<file path="src/rtl/data_cache_pkg.sv">
// Shared types and constants for the direct-mapped write-through data cache.
package data_cache_pkg;

  typedef enum logic [1:0] {
    IDLE,
    FILL,
    WTHRU
  } state_e;

  localparam int BYTE_W = 8;
  localparam int LANES  = 4;

  // Expands a per-lane byte enable into a bit mask over the full word.
  function automatic logic [LANES*BYTE_W-1:0] lane_mask(input logic [LANES-1:0] be);
    logic [LANES*BYTE_W-1:0] m;
    m = '0;
    for (int i = 0; i < LANES; i++) begin
      m[i*BYTE_W +: BYTE_W] = {BYTE_W{be[i]}};
    end
    return m;
  endfunction

endpackage

</file>
<file path="src/rtl/data_cache_if.sv">
// CPU-side and backing-memory signals of the data cache; slave = cache, master = CPU + memory.
interface data_cache_if #(
  parameter int DATA_WIDTH = 32
) ();

  logic                             Req;
  logic                             WE;
  logic [data_cache_pkg::LANES-1:0] ByteEn;
  logic [DATA_WIDTH-1:0]            A;
  logic [DATA_WIDTH-1:0]            WD;
  logic [DATA_WIDTH-1:0]            RD;
  logic                             Stall;

  logic                             MemReq;
  logic                             MemWE;
  logic [DATA_WIDTH-1:0]            MemAddr;
  logic [DATA_WIDTH-1:0]            MemWD;
  logic [data_cache_pkg::LANES-1:0] MemBE;
  logic                             MemAck;
  logic [DATA_WIDTH-1:0]            MemRD;

  modport slave (
    input  Req, WE, ByteEn, A, WD, MemAck, MemRD,
    output RD, Stall, MemReq, MemWE, MemAddr, MemWD, MemBE
  );

  modport master (
    output Req, WE, ByteEn, A, WD, MemAck, MemRD,
    input  RD, Stall, MemReq, MemWE, MemAddr, MemWD, MemBE
  );

endinterface

</file>
<file path="src/rtl/data_cache_array.sv">
// Tag/data/valid storage: one combinational read port, one byte-enabled write port.
module data_cache_array
  import data_cache_pkg::*;
#(
  parameter  int DATA_WIDTH = 32,
  parameter  int SETS       = 16,
  parameter  int TAG_W      = 26,
  localparam int IDX_W      = $clog2(SETS)
) (
  input  logic                  clk,
  input  logic                  rst_n,
  input  logic [IDX_W-1:0]      rd_idx,
  output logic                  rd_valid,
  output logic [TAG_W-1:0]      rd_tag,
  output logic [DATA_WIDTH-1:0] rd_data,
  input  logic                  wr_en,
  input  logic                  wr_fill,
  input  logic [IDX_W-1:0]      wr_idx,
  input  logic [LANES-1:0]      wr_be,
  input  logic [TAG_W-1:0]      wr_tag,
  input  logic [DATA_WIDTH-1:0] wr_data
);

  logic [SETS-1:0]       valid_q, valid_d;
  logic [TAG_W-1:0]      tag_q  [SETS];
  logic [DATA_WIDTH-1:0] data_q [SETS];
  logic [DATA_WIDTH-1:0] mask;
  logic [DATA_WIDTH-1:0] line_d;

  assign rd_valid = valid_q[rd_idx];
  assign rd_tag   = tag_q[rd_idx];
  assign rd_data  = data_q[rd_idx];
  assign mask     = lane_mask(wr_be);

  always_comb begin
    line_d  = (data_q[wr_idx] & ~mask) | (wr_data & mask);
    valid_d = valid_q;
    if (wr_en && wr_fill) valid_d[wr_idx] = 1'b1;
  end

  always_ff @(posedge clk or negedge rst_n) begin
    if (!rst_n) valid_q <= '0;
    else        valid_q <= valid_d;
  end

  // Payload arrays carry no reset; valid bits alone qualify their contents.
  always_ff @(posedge clk) begin
    if (wr_en) begin
      data_q[wr_idx] <= line_d;
      if (wr_fill) tag_q[wr_idx] <= wr_tag;
    end
  end

endmodule

</file>
<file path="src/rtl/data_cache.sv">
// Direct-mapped, one-word-per-line, write-through/no-write-allocate data cache.
// Optional hit/miss counters are built when DATA_CACHE_STATS_EN is defined.
module data_cache
  import data_cache_pkg::*;
#(
  parameter int DATA_WIDTH = 32,
  parameter int SETS       = 16
) (
  input  logic        clk,
  input  logic        rst_n,
  data_cache_if.slave bus
`ifdef DATA_CACHE_STATS_EN
  ,
  output logic [31:0] HitCount,
  output logic [31:0] MissCount
`endif
);

  localparam int IDX_W = $clog2(SETS);
  localparam int TAG_W = DATA_WIDTH - 2 - IDX_W;

  state_e                state_q, state_d;
  logic                  mem_req_q, mem_req_d;
  logic                  mem_we_q, mem_we_d;
  logic [DATA_WIDTH-1:0] mem_addr_q, mem_addr_d;
  logic [DATA_WIDTH-1:0] mem_wd_q, mem_wd_d;
  logic [LANES-1:0]      mem_be_q, mem_be_d;

  logic [IDX_W-1:0]      idx;
  logic [TAG_W-1:0]      tag;
  logic                  rd_valid;
  logic [TAG_W-1:0]      rd_tag;
  logic [DATA_WIDTH-1:0] rd_data;
  logic                  hit;
  logic                  mem_ack;
  logic                  stall_c;
  logic                  wr_en, wr_fill;
  logic [LANES-1:0]      wr_be;
  logic [DATA_WIDTH-1:0] wr_data;

  assign idx     = bus.A[2+IDX_W-1:2];
  assign tag     = bus.A[DATA_WIDTH-1:2+IDX_W];
  assign hit     = rd_valid && (rd_tag == tag);
  assign mem_ack = bus.MemAck && mem_req_q;

  data_cache_array #(
    .DATA_WIDTH(DATA_WIDTH),
    .SETS      (SETS),
    .TAG_W     (TAG_W)
  ) u_array (
    .clk     (clk),
    .rst_n   (rst_n),
    .rd_idx  (idx),
    .rd_valid(rd_valid),
    .rd_tag  (rd_tag),
    .rd_data (rd_data),
    .wr_en   (wr_en),
    .wr_fill (wr_fill),
    .wr_idx  (idx),
    .wr_be   (wr_be),
    .wr_tag  (tag),
    .wr_data (wr_data)
  );

  always_comb begin
    state_d    = state_q;
    mem_req_d  = mem_req_q;
    mem_we_d   = mem_we_q;
    mem_addr_d = mem_addr_q;
    mem_wd_d   = mem_wd_q;
    mem_be_d   = mem_be_q;
    stall_c    = 1'b0;
    wr_en      = 1'b0;
    wr_fill    = 1'b0;
    wr_be      = '0;
    wr_data    = bus.WD;
    case (state_q)
      IDLE: begin
        if (bus.Req && bus.WE) begin
          stall_c    = 1'b1;
          state_d    = WTHRU;
          mem_req_d  = 1'b1;
          mem_we_d   = 1'b1;
          mem_addr_d = bus.A;
          mem_wd_d   = bus.WD;
          mem_be_d   = bus.ByteEn;
        end else if (bus.Req && !hit) begin
          stall_c    = 1'b1;
          state_d    = FILL;
          mem_req_d  = 1'b1;
          mem_we_d   = 1'b0;
          mem_addr_d = {bus.A[DATA_WIDTH-1:2], 2'b00};
          mem_wd_d   = '0;
          mem_be_d   = '0;
        end
      end
      FILL: begin
        // Stall stays high through the ack; the held load hits on the next cycle.
        stall_c = 1'b1;
        if (mem_ack) begin
          wr_en      = 1'b1;
          wr_fill    = 1'b1;
          wr_be      = '1;
          wr_data    = bus.MemRD;
          state_d    = IDLE;
          mem_req_d  = 1'b0;
          mem_addr_d = '0;
        end
      end
      WTHRU: begin
        stall_c = !mem_ack;
        if (mem_ack) begin
          wr_en      = hit;
          wr_be      = bus.ByteEn;
          state_d    = IDLE;
          mem_req_d  = 1'b0;
          mem_we_d   = 1'b0;
          mem_addr_d = '0;
          mem_wd_d   = '0;
          mem_be_d   = '0;
        end
      end
      default: state_d = IDLE;
    endcase
  end

  always_ff @(posedge clk or negedge rst_n) begin
    if (!rst_n) begin
      state_q    <= IDLE;
      mem_req_q  <= 1'b0;
      mem_we_q   <= 1'b0;
      mem_addr_q <= '0;
      mem_wd_q   <= '0;
      mem_be_q   <= '0;
    end else begin
      state_q    <= state_d;
      mem_req_q  <= mem_req_d;
      mem_we_q   <= mem_we_d;
      mem_addr_q <= mem_addr_d;
      mem_wd_q   <= mem_wd_d;
      mem_be_q   <= mem_be_d;
    end
  end

  assign bus.Stall   = stall_c && rst_n;
  assign bus.RD      = (state_q == IDLE && hit) ? rd_data : '0;
  assign bus.MemReq  = mem_req_q;
  assign bus.MemWE   = mem_we_q;
  assign bus.MemAddr = mem_addr_q;
  assign bus.MemWD   = mem_wd_q;
  assign bus.MemBE   = mem_be_q;

`ifdef DATA_CACHE_STATS_EN
  logic [31:0] hit_cnt_q, hit_cnt_d;
  logic [31:0] miss_cnt_q, miss_cnt_d;
  logic        fill_done_q, fill_done_d;
  logic        load_idle;

  assign load_idle = (state_q == IDLE) && bus.Req && !bus.WE;

  // The hit that completes a refill belongs to the miss already counted.
  always_comb begin
    hit_cnt_d   = hit_cnt_q;
    miss_cnt_d  = miss_cnt_q;
    fill_done_d = (state_q == FILL) && mem_ack;
    if (load_idle && hit && !fill_done_q) hit_cnt_d  = hit_cnt_q + 32'd1;
    if (load_idle && !hit)                miss_cnt_d = miss_cnt_q + 32'd1;
  end

  always_ff @(posedge clk or negedge rst_n) begin
    if (!rst_n) begin
      hit_cnt_q   <= '0;
      miss_cnt_q  <= '0;
      fill_done_q <= 1'b0;
    end else begin
      hit_cnt_q   <= hit_cnt_d;
      miss_cnt_q  <= miss_cnt_d;
      fill_done_q <= fill_done_d;
    end
  end

  assign HitCount  = hit_cnt_q;
  assign MissCount = miss_cnt_q;
`endif

endmodule

</file>
<file path="src/flat_wrapper.sv">
// flat-port wrapper written by rule: the top's interface ports become plain ports
module data_cache_flat import data_cache_pkg::*;
#(
  parameter int DATA_WIDTH = 32,
  parameter int SETS       = 16
)
  (clk, rst_n, bus_Req, bus_WE, bus_ByteEn, bus_A, bus_WD, bus_MemAck, bus_MemRD, bus_RD, bus_Stall, bus_MemReq, bus_MemWE, bus_MemAddr, bus_MemWD, bus_MemBE);
  data_cache_if #(.DATA_WIDTH(DATA_WIDTH)) bus_i ();
  input  logic clk;
  input  logic rst_n;
  input wire logic [$bits(bus_i.Req)-1:0] bus_Req;
  input wire logic [$bits(bus_i.WE)-1:0] bus_WE;
  input wire logic [$bits(bus_i.ByteEn)-1:0] bus_ByteEn;
  input wire logic [$bits(bus_i.A)-1:0] bus_A;
  input wire logic [$bits(bus_i.WD)-1:0] bus_WD;
  input wire logic [$bits(bus_i.MemAck)-1:0] bus_MemAck;
  input wire logic [$bits(bus_i.MemRD)-1:0] bus_MemRD;
  output wire logic [$bits(bus_i.RD)-1:0] bus_RD;
  output wire logic [$bits(bus_i.Stall)-1:0] bus_Stall;
  output wire logic [$bits(bus_i.MemReq)-1:0] bus_MemReq;
  output wire logic [$bits(bus_i.MemWE)-1:0] bus_MemWE;
  output wire logic [$bits(bus_i.MemAddr)-1:0] bus_MemAddr;
  output wire logic [$bits(bus_i.MemWD)-1:0] bus_MemWD;
  output wire logic [$bits(bus_i.MemBE)-1:0] bus_MemBE;
  assign bus_i.Req = bus_Req;
  assign bus_i.WE = bus_WE;
  assign bus_i.ByteEn = bus_ByteEn;
  assign bus_i.A = bus_A;
  assign bus_i.WD = bus_WD;
  assign bus_i.MemAck = bus_MemAck;
  assign bus_i.MemRD = bus_MemRD;
  assign bus_RD = bus_i.RD;
  assign bus_Stall = bus_i.Stall;
  assign bus_MemReq = bus_i.MemReq;
  assign bus_MemWE = bus_i.MemWE;
  assign bus_MemAddr = bus_i.MemAddr;
  assign bus_MemWD = bus_i.MemWD;
  assign bus_MemBE = bus_i.MemBE;
  data_cache #(.DATA_WIDTH(DATA_WIDTH), .SETS(SETS)) u_core (.clk(clk), .rst_n(rst_n), .bus(bus_i));
endmodule
</file>
<file path="config.mk">
export PLATFORM = sky130hd
export DESIGN_NAME = data_cache_flat
export DESIGN_NICKNAME = d
export VERILOG_FILES = /design/src/rtl/data_cache_pkg.sv /design/src/rtl/data_cache_if.sv /design/src/rtl/data_cache_array.sv /design/src/rtl/data_cache.sv /design/src/flat_wrapper.sv
export SDC_FILE = /design/constraint.sdc
export NUM_CORES = 1
export LEC_CHECK = 0
export ABC_AREA = 1
export BUFFER_PORTS_ARGS = -buffer_cell sky130_fd_sc_hd__buf_2
export CAP_MARGIN = 0
export CORE_MARGIN = 5
export CORE_UTILIZATION = 45
export DETAILED_ROUTE_END_ITERATION = 12
export PLACE_DENSITY = 0.62
export SYNTH_ARGS = -nofsm -noshare
export SYNTH_HDL_FRONTEND = slang
export SYNTH_SLANG_ARGS = --single-unit
export TNS_END_PERCENT = 10
</file>
<file path="constraint.sdc">
create_clock -name clk -period 6.5 [get_ports clk]
set_input_delay 1.3 -clock clk [delete_from_list [all_inputs] [get_ports clk]]
set_output_delay 1.3 -clock clk [all_outputs]
set_load 0.02 [all_outputs]
</file>
==> results.md, run 1 <==
- Worst-margin pin slew: between 1000 and 1500 ps
- Hold buffer count at cts: 0
- Synth area leader: edfxtp_1
- Share of cells above drive strength 1: approximately 14%
- Data arrival, critical path: 4530 ps
- Flops & latches, synth: approximately 1000
- WP data required: ~5200 ps
- P_int: around 11 mW
- Synth Net Count: around 3400
- # IOs: 208
- Die area: between 90000 and 100000 µm²
- Antenna Cells: 0
- Post-DRT Antenna Nets: 0
- CP startpoint kind: input port
- Syn Area/Cell: ~12 µm²
- Area of the multi-input gates: roughly 9800 µm²
- Fill cells: 7661
- Max Cap Violations: 0
- Drt wl/cell: 23.3 µm
- # DRC: 0
- Critical R2R Launch: u_core.u_array.tag_q[1][3]
- Sw frac: 27.2%
- Clock power frac: ~36%
- Register Area: roughly 30000 µm²
- Worst-skew pair later-pin latency: approximately 670 ps
- Critical path peak fanout: 32
- Clock slew at reported path FFs: approximately 60 ps
- Largest cells by area after synthesis: edfxtp_1 68%, nand2_1 11%, dfrtp_1 5.4%
- Worst hold-check path type: flop to flop
- Setup bufs post-CTS: 0
- CTS Buffer Depth: 3
- Reg2reg setup slack: 2750 ps
- H-Tree Depth: 3
- GRT overflow: 0
- Area Overhead vs Synth: 15.4%
- Crit share post-route: 89.8%
- First-pass GRT wire length: 167000 µm
- Hold Path End: u_core.u_array.valid_q[4]
- All-layer global routing usage: 22.6%
- Vias per cell: roughly 5.6
- Root Driver: clkbuf_16
- Placed Area: between 40000 and 50000 µm²
- Num rows: 110
- Most frequent cells after synthesis: 1208 x nand2_1, 928 x edfxtp_1, 256 x a22oi_1
- FFs w/ async S/R, synth: 8.66%
- Final Power: roughly 16 mW
- First drt pass iteration count: 6
- R2r endpoint: u_core.bus.MemAddr[27]
- Fin crit period: around 5800 ps
- Reg2Reg Depth: 18
- Distinct cells, synth: 33
- Starting Density: between 40% and 50%
- Fin nets: 3656
- Synth Instances: about 3300
- CTS tree: built
- Largest net degree at the start of global routing: 100
- Worst Setup End Kind: output port
- Power per cell area: approximately 330 nW/µm²
- Initial antenna violation count: 4
- Main synth FF type: edfxtp_1
- Final HPWL DP: about 64000 µm
- Comb power frac: 14.4%
- Worst Skew: about 47 ps
- Sequential share of power: 49.3%
- Slew Viols, Final: 0
- Post-synth EDFFs: 928
- Chip Height: between 300 and 400 µm
- Synth warnings: 0
- Part of the Yosys area used for sequential elements: between 70% and 80%
- Cell area after synthesis: 40800 µm²
- CTS Buf Count: roughly 100
- Final setup violation count: 0
- Fin area: 47000 µm²
- Hold Path Depth: 2
- Count leader, synth: nand2_1
- Unrepaired setup endpoints after global routing: no
- Gpl congestion: 0.837
- Port Buffer Count: 207
- Via count: approximately 27000
- Vias in the first global route: between 20000 and 30000
- Core area: ~90000 µm²
- CP Class: input port to output port
- Peak Freq: around 0.17 GHz
- P_sw: 4.25 mW
- Post-CTS Resized: 0
- Worst vdd ir: roughly 0.22 mV
- Hold path startpoint: u_core.u_array.valid_q[4]
- Share of the synthesized area in the top cell type: 68.4%
- Sum Neg Setup Slack: 0 ps
- Worst slew margin: 11.9%
- CTS Sinks: between 1000 and 1500
- Routed WL: roughly 110000 µm
- Initial DRC Count: between 2000 and 3000
- Chip width: between 300 and 400 µm
- LEAKAGE: 17.9 nW
- Status: finished clean
- Endpoints failing hold: 0
## cells in the final DEF, fill, tap and decap left out, drive strengths merged
cell type and count:
clkbuf 145, a21boi 26, nor3 10, a22oi 256, nand3b 1, nor2 160, ha 4, edfxtp 928
o21ai 119, a21oi 62, nand3 53, nand2 1212, a211oi 1, clkinvlp 5, o211ai 32, bufinv 4
buf 318, clkinv 38, a31oi 1, nor4 4, a221o 19, dfrtp 88, inv 85, a2111oi 13
or2 8, nand4 41
## logic make-up after synthesis
| kind of cell | synth area share, % |
|---|---|
| AO/OA/AOI/OAI | 8.79 |
| adder cells (fa/ha/maj) | 0.123 |
| buffers and inverters | 2.98 |
| flip-flops | 73.8 |
| AND/OR/NAND/NOR | 14.3 |
## flip-flops by register name, indices dropped and copies added (netlist names)
| name | flops |
|---|---|
| u_core.u_array.data_q | 512 |
| u_core.bus.MemReq | 1 |
| u_core.state_q | 2 |
| u_core.u_array.valid_q | 16 |
| u_core.bus.MemBE | 4 |
| u_core.bus.MemAddr | 32 |
| u_core.bus.MemWD | 32 |
| u_core.u_array.tag_q | 416 |
| u_core.bus.MemWE | 1 |
## how the worst max path moves through the flow
| stage | startpoint | to | slack [ps] | cells past startpoint |
|---|---|---|---|---|
| detailed placement | bus_A[5] | bus_RD[31] | 720 | 16 |
| global route | bus_A[3] | bus_RD[17] | 420 | 19 |
| floorplan | bus_A[2] | u_core.u_array.data_q[10][0] | 1690 | 20 |
| finish | bus_A[5] | bus_RD[17] | 670 | 16 |
| global placement | bus_A[5] | bus_RD[29] | 760 | 16 |
| CTS | bus_A[5] | bus_RD[31] | 700 | 16 |
## stage by stage
step / instances / utilization [%] / hold WS [ps] / setup WS, ps
floorplan: 3308 / - / 427 / 1690
global route: 4809 / 52.2 / 472 / 424
global placement: 4618 / 48.6 / 438 / 761
CTS: 4809 / 52.2 / 459 / 696
detailed placement: 4618 / 48.6 / 446 / 723
finish: 4809 / 52.2 / 456 / 666
## power groups by stage
stage               Sequential, mW  Clock (mW)  Combinational [mW]
finish                        7.71        5.68                2.26
global route                  7.74        6.05                2.48
CTS                           7.71        5.76                2.26
detailed placement            7.84           0                2.26
global placement              7.84           0                2.24
floorplan                     8.09           0                1.09
## worst max-delay path: stages
cell     delay, ps
buf_2          160
nand2_2         80
inv_1          950
buf_4          320
nand2_1         70
nand2_1         80
o21ai_0         80
nand2_1        180
inv_1           80
nor4_1         270
nand2_1         90
nor2_1         120
nand3_2         80
buf_4          300
nor2_1         170
buf_2          180
## layer usage
layer  track usage [%]  vias to the layer above  share of wire (%)
met3              4.95                      170                8.5
met4              6.42                        4                2.6
met2              35.6                     1088                 46
met1              31.9                    13200                 43
li1                  -                    12300                  -
met5                 0                        -              0.024
## layout make-up
cell class / instances / area share (%)
Clock buffer: 145 / 6.06
Clock inverter: 46 / 0.814
Inverter: 86 / 0.710
Multi-Input combinational cell: 2022 / 20.7
Sequential cell: 1016 / 63.9
Tap cell: 1176 / 3.13
Timing Repair Buffer: 318 / 4.60
Power figures use the tool's default switching activity.
==> inputs of run 2 (changes only) <==
- clock period: 6.5 -> 6.1 ns (I/O delays scaled with it)
==> run 2 against run 1 <==
Net effect: setup slack got worse by 210 ps; highest routed layer is now met4; sequential share of layout area down 0.31 points; final cell count up 0.83%; sequential power increased by 6.6%; global-route usage rose by 0.076 points; clock skew increased by 4.5 ps; sequential cell count unchanged; routed wire length grew 0.47%; design area up 0.48%.
==> results.md, run 2 (synthesis gave the netlist of run 1 again) <==
- WP data required: 4880 ps (-320 ps)
- Num rows: 110 (unchanged)
- Register Area: 30100 µm² (unchanged)
- Routed WL: 113000 µm (+0.47%)
- Area Overhead vs Synth: 15.9%
- Vias in the first global route: 26200 (+0.62%)
- Post-Layout Cell Count: 4849 (+0.83%)
- Placed Cells: 4650 (+0.69%)
- CP startpoint kind: input port
- Unrepaired setup endpoints after global routing: no
- H-Tree Depth: 3 (unchanged)
- Hold buffer count at cts: 0 (unchanged)
- All-layer global routing usage: 22.6% (+0.076 points)
- Worst vdd ir: 0.237 mV (+10%)
- Starting Density: 45.3% (unchanged)
- Area of the multi-input gates: 9750 µm² (unchanged)
- Worst-margin pin slew: 1300 ps (-16.7 ps)
- Worst Skew: 51.0 ps (+4.52 ps)
- Hold Path End: u_core.u_array.valid_q[12]
- Fin nets: 3689 (+0.90%)
- Share of cells above drive strength 1: 15.3% (+1.0 points)
- Slew Viols, Final: 0 (unchanged)
- Worst-skew pair later-pin latency: 680 ps (about the same)
- Vias per cell: 5.56 (+0.13%)
- Chip Height: 311 µm (unchanged)
- Final setup violation count: 0 (unchanged)
- Most frequent cells in the layout: 1206 x nand2_1, 928 x edfxtp_1, 256 x a22oi_1
- Gpl congestion: 0.879 (+5.0%)
- Chip width: 311 µm (unchanged)
- R2r endpoint: u_core.bus.MemAddr[24]
- Max FFs per register: 512 (unchanged)
- Power per cell area: 352 nW/µm² (+5.7%)
- Post-CTS Resized: 0 (unchanged)
- Reg2Reg Depth: 18 (unchanged)
- # IOs: 208 (unchanged)
- Reg2reg setup slack: 2430 ps (-320 ps)
- Largest net degree at the start of global routing: 110 (+10%)
- Worst Setup End Kind: output port
- Hold path startpoint: u_core.u_array.valid_q[12]
- Worst slew margin: 10.9% (-1.0 points)
- Initial antenna violation count: 3 (-1)
- Critical R2R Launch: u_core.u_array.tag_q[3][13]
- Status: finished clean
- Sum Neg Setup Slack: 0 ps (unchanged)
- Final Power: 16.6 mW (+6.2%)
- CP Class: input port to output port
- CTS Sinks: 1016 (unchanged)
- Via count: 27000 (+0.97%)
- Initial DRC Count: 2905 (+5.6%)
- Fin crit period: about 5600 ps
- Hold Path Depth: 2 (unchanged)
- Setup bufs post-CTS: 0 (unchanged)
- Endpoints failing hold: 0 (unchanged)
- Root Driver: clkbuf_16
- Die area: 96700 µm² (unchanged)
- GRT overflow: 0 (unchanged)
- # DRC: 0 (unchanged)
- Peak Freq: about 0.18 GHz
- Post-DRT Antenna Nets: 0 (unchanged)
- First-pass GRT wire length: 168000 µm (+0.54%)
- LEAKAGE: 18.1 nW (+1.1%)
- Fill cells: 7670 (+0.12%)
- Top reg by flops: u_core.u_array.data_q
- CTS tree: built
- Critical path peak fanout: 34 (+6.3%)
- Most common cell after layout, fill and taps aside: nand2_1
- First drt pass iteration count: 7 (+1)
- Post-layout util: 52.5% (+0.25 points)
- Crit share post-route: 92.5%
- CTS Buffer Depth: 3 (unchanged)
- CTS Buf Count: 104 (+0.97%)
- Data arrival, critical path: 4420 ps (-110 ps)
- Worst hold-check path type: flop to flop
- Clock slew at reported path FFs: 60 ps (about the same)
- Core area: 90000 µm² (unchanged)
- Max Cap Violations: 0 (unchanged)
- Port Buffer Count: 207 (unchanged)
- Drt wl/cell: 23.2 µm (-0.36%)
- Final HPWL DP: 65900 µm (+2.6%)
- Regs by FF count: u_core.u_array.data_q x512, u_core.u_array.tag_q x416
-- run 2: cell count changes in the layout (fill, tap and decap cells not counted), moves of 5 or more --
cell and delta:
buf_4 +36, clkbuf_1 -11, clkbuf_8 +8, clkinv_1 +6, clkinv_2 +6, buf_12 -5, clkinvlp_4 -5
-- run 2: power by group --
part	total (mW)	internal (mW)	leakage [nW]	switching, mW
registers	8.22	8.07	9.51	0.143
logic	2.38	0.652	7.00	1.73
clock network	6.03	3.38	1.62	2.65
-- run 2: worst max-delay path by stage --
stage / startpoint / endpoint / slack (ps)
5_1_grt: bus_A[2] / bus_RD[26] / 280
3_3_place_gp: bus_A[2] / bus_RD[28] / 510
2_1_floorplan: bus_A[2] / u_core.u_array.data_q[10][0] / 1370
3_5_place_dp: bus_A[2] / bus_RD[12] / 500
4_1_cts: bus_A[2] / bus_RD[12] / 490
6_report: bus_A[2] / bus_RD[12] / 460
-- run 2: routing by layer --
metal  share of wire [%]  GRT usage (%)
met1                  43           32.6
met2                  46           35.9
met3                 7.6           3.98
met4                 2.6           6.35
met5                   0              0
-- run 2: worst max-delay path, stage by stage --
cell	delay, ps
buf_4	370
nand2_2	230
inv_6	340
buf_4	280
nand2_1	70
nand2_1	70
o21ai_0	90
nand2_1	130
nor2_1	50
nand2_1	50
nand2_1	130
nor3_1	290
nand2_1	80
nor2_1	110
nand3_2	230
buf_4	300
nor2_1	130
buf_2	180
-- run 2: stage by stage --
stage                     hold WS (ps)  setup WS, ps  instance area [µm²]
after global placement             438           512                44000
after floorplan                    427          1370                40800
final                              460           459                47200
after global routing               473           278                47200
after detailed placement           450           505                44000
after CTS                          465           487                47200
-- run 2: cell type report --
class	instances	area share, %
multi-input combinational	2022	20.6
antenna	2	0.0106
timing repair buffer	350	4.95
tap	1176	3.11
inverter	86	0.707
sequential	1016	63.6
clock buffer	141	6.12
clock inverter	56	0.816
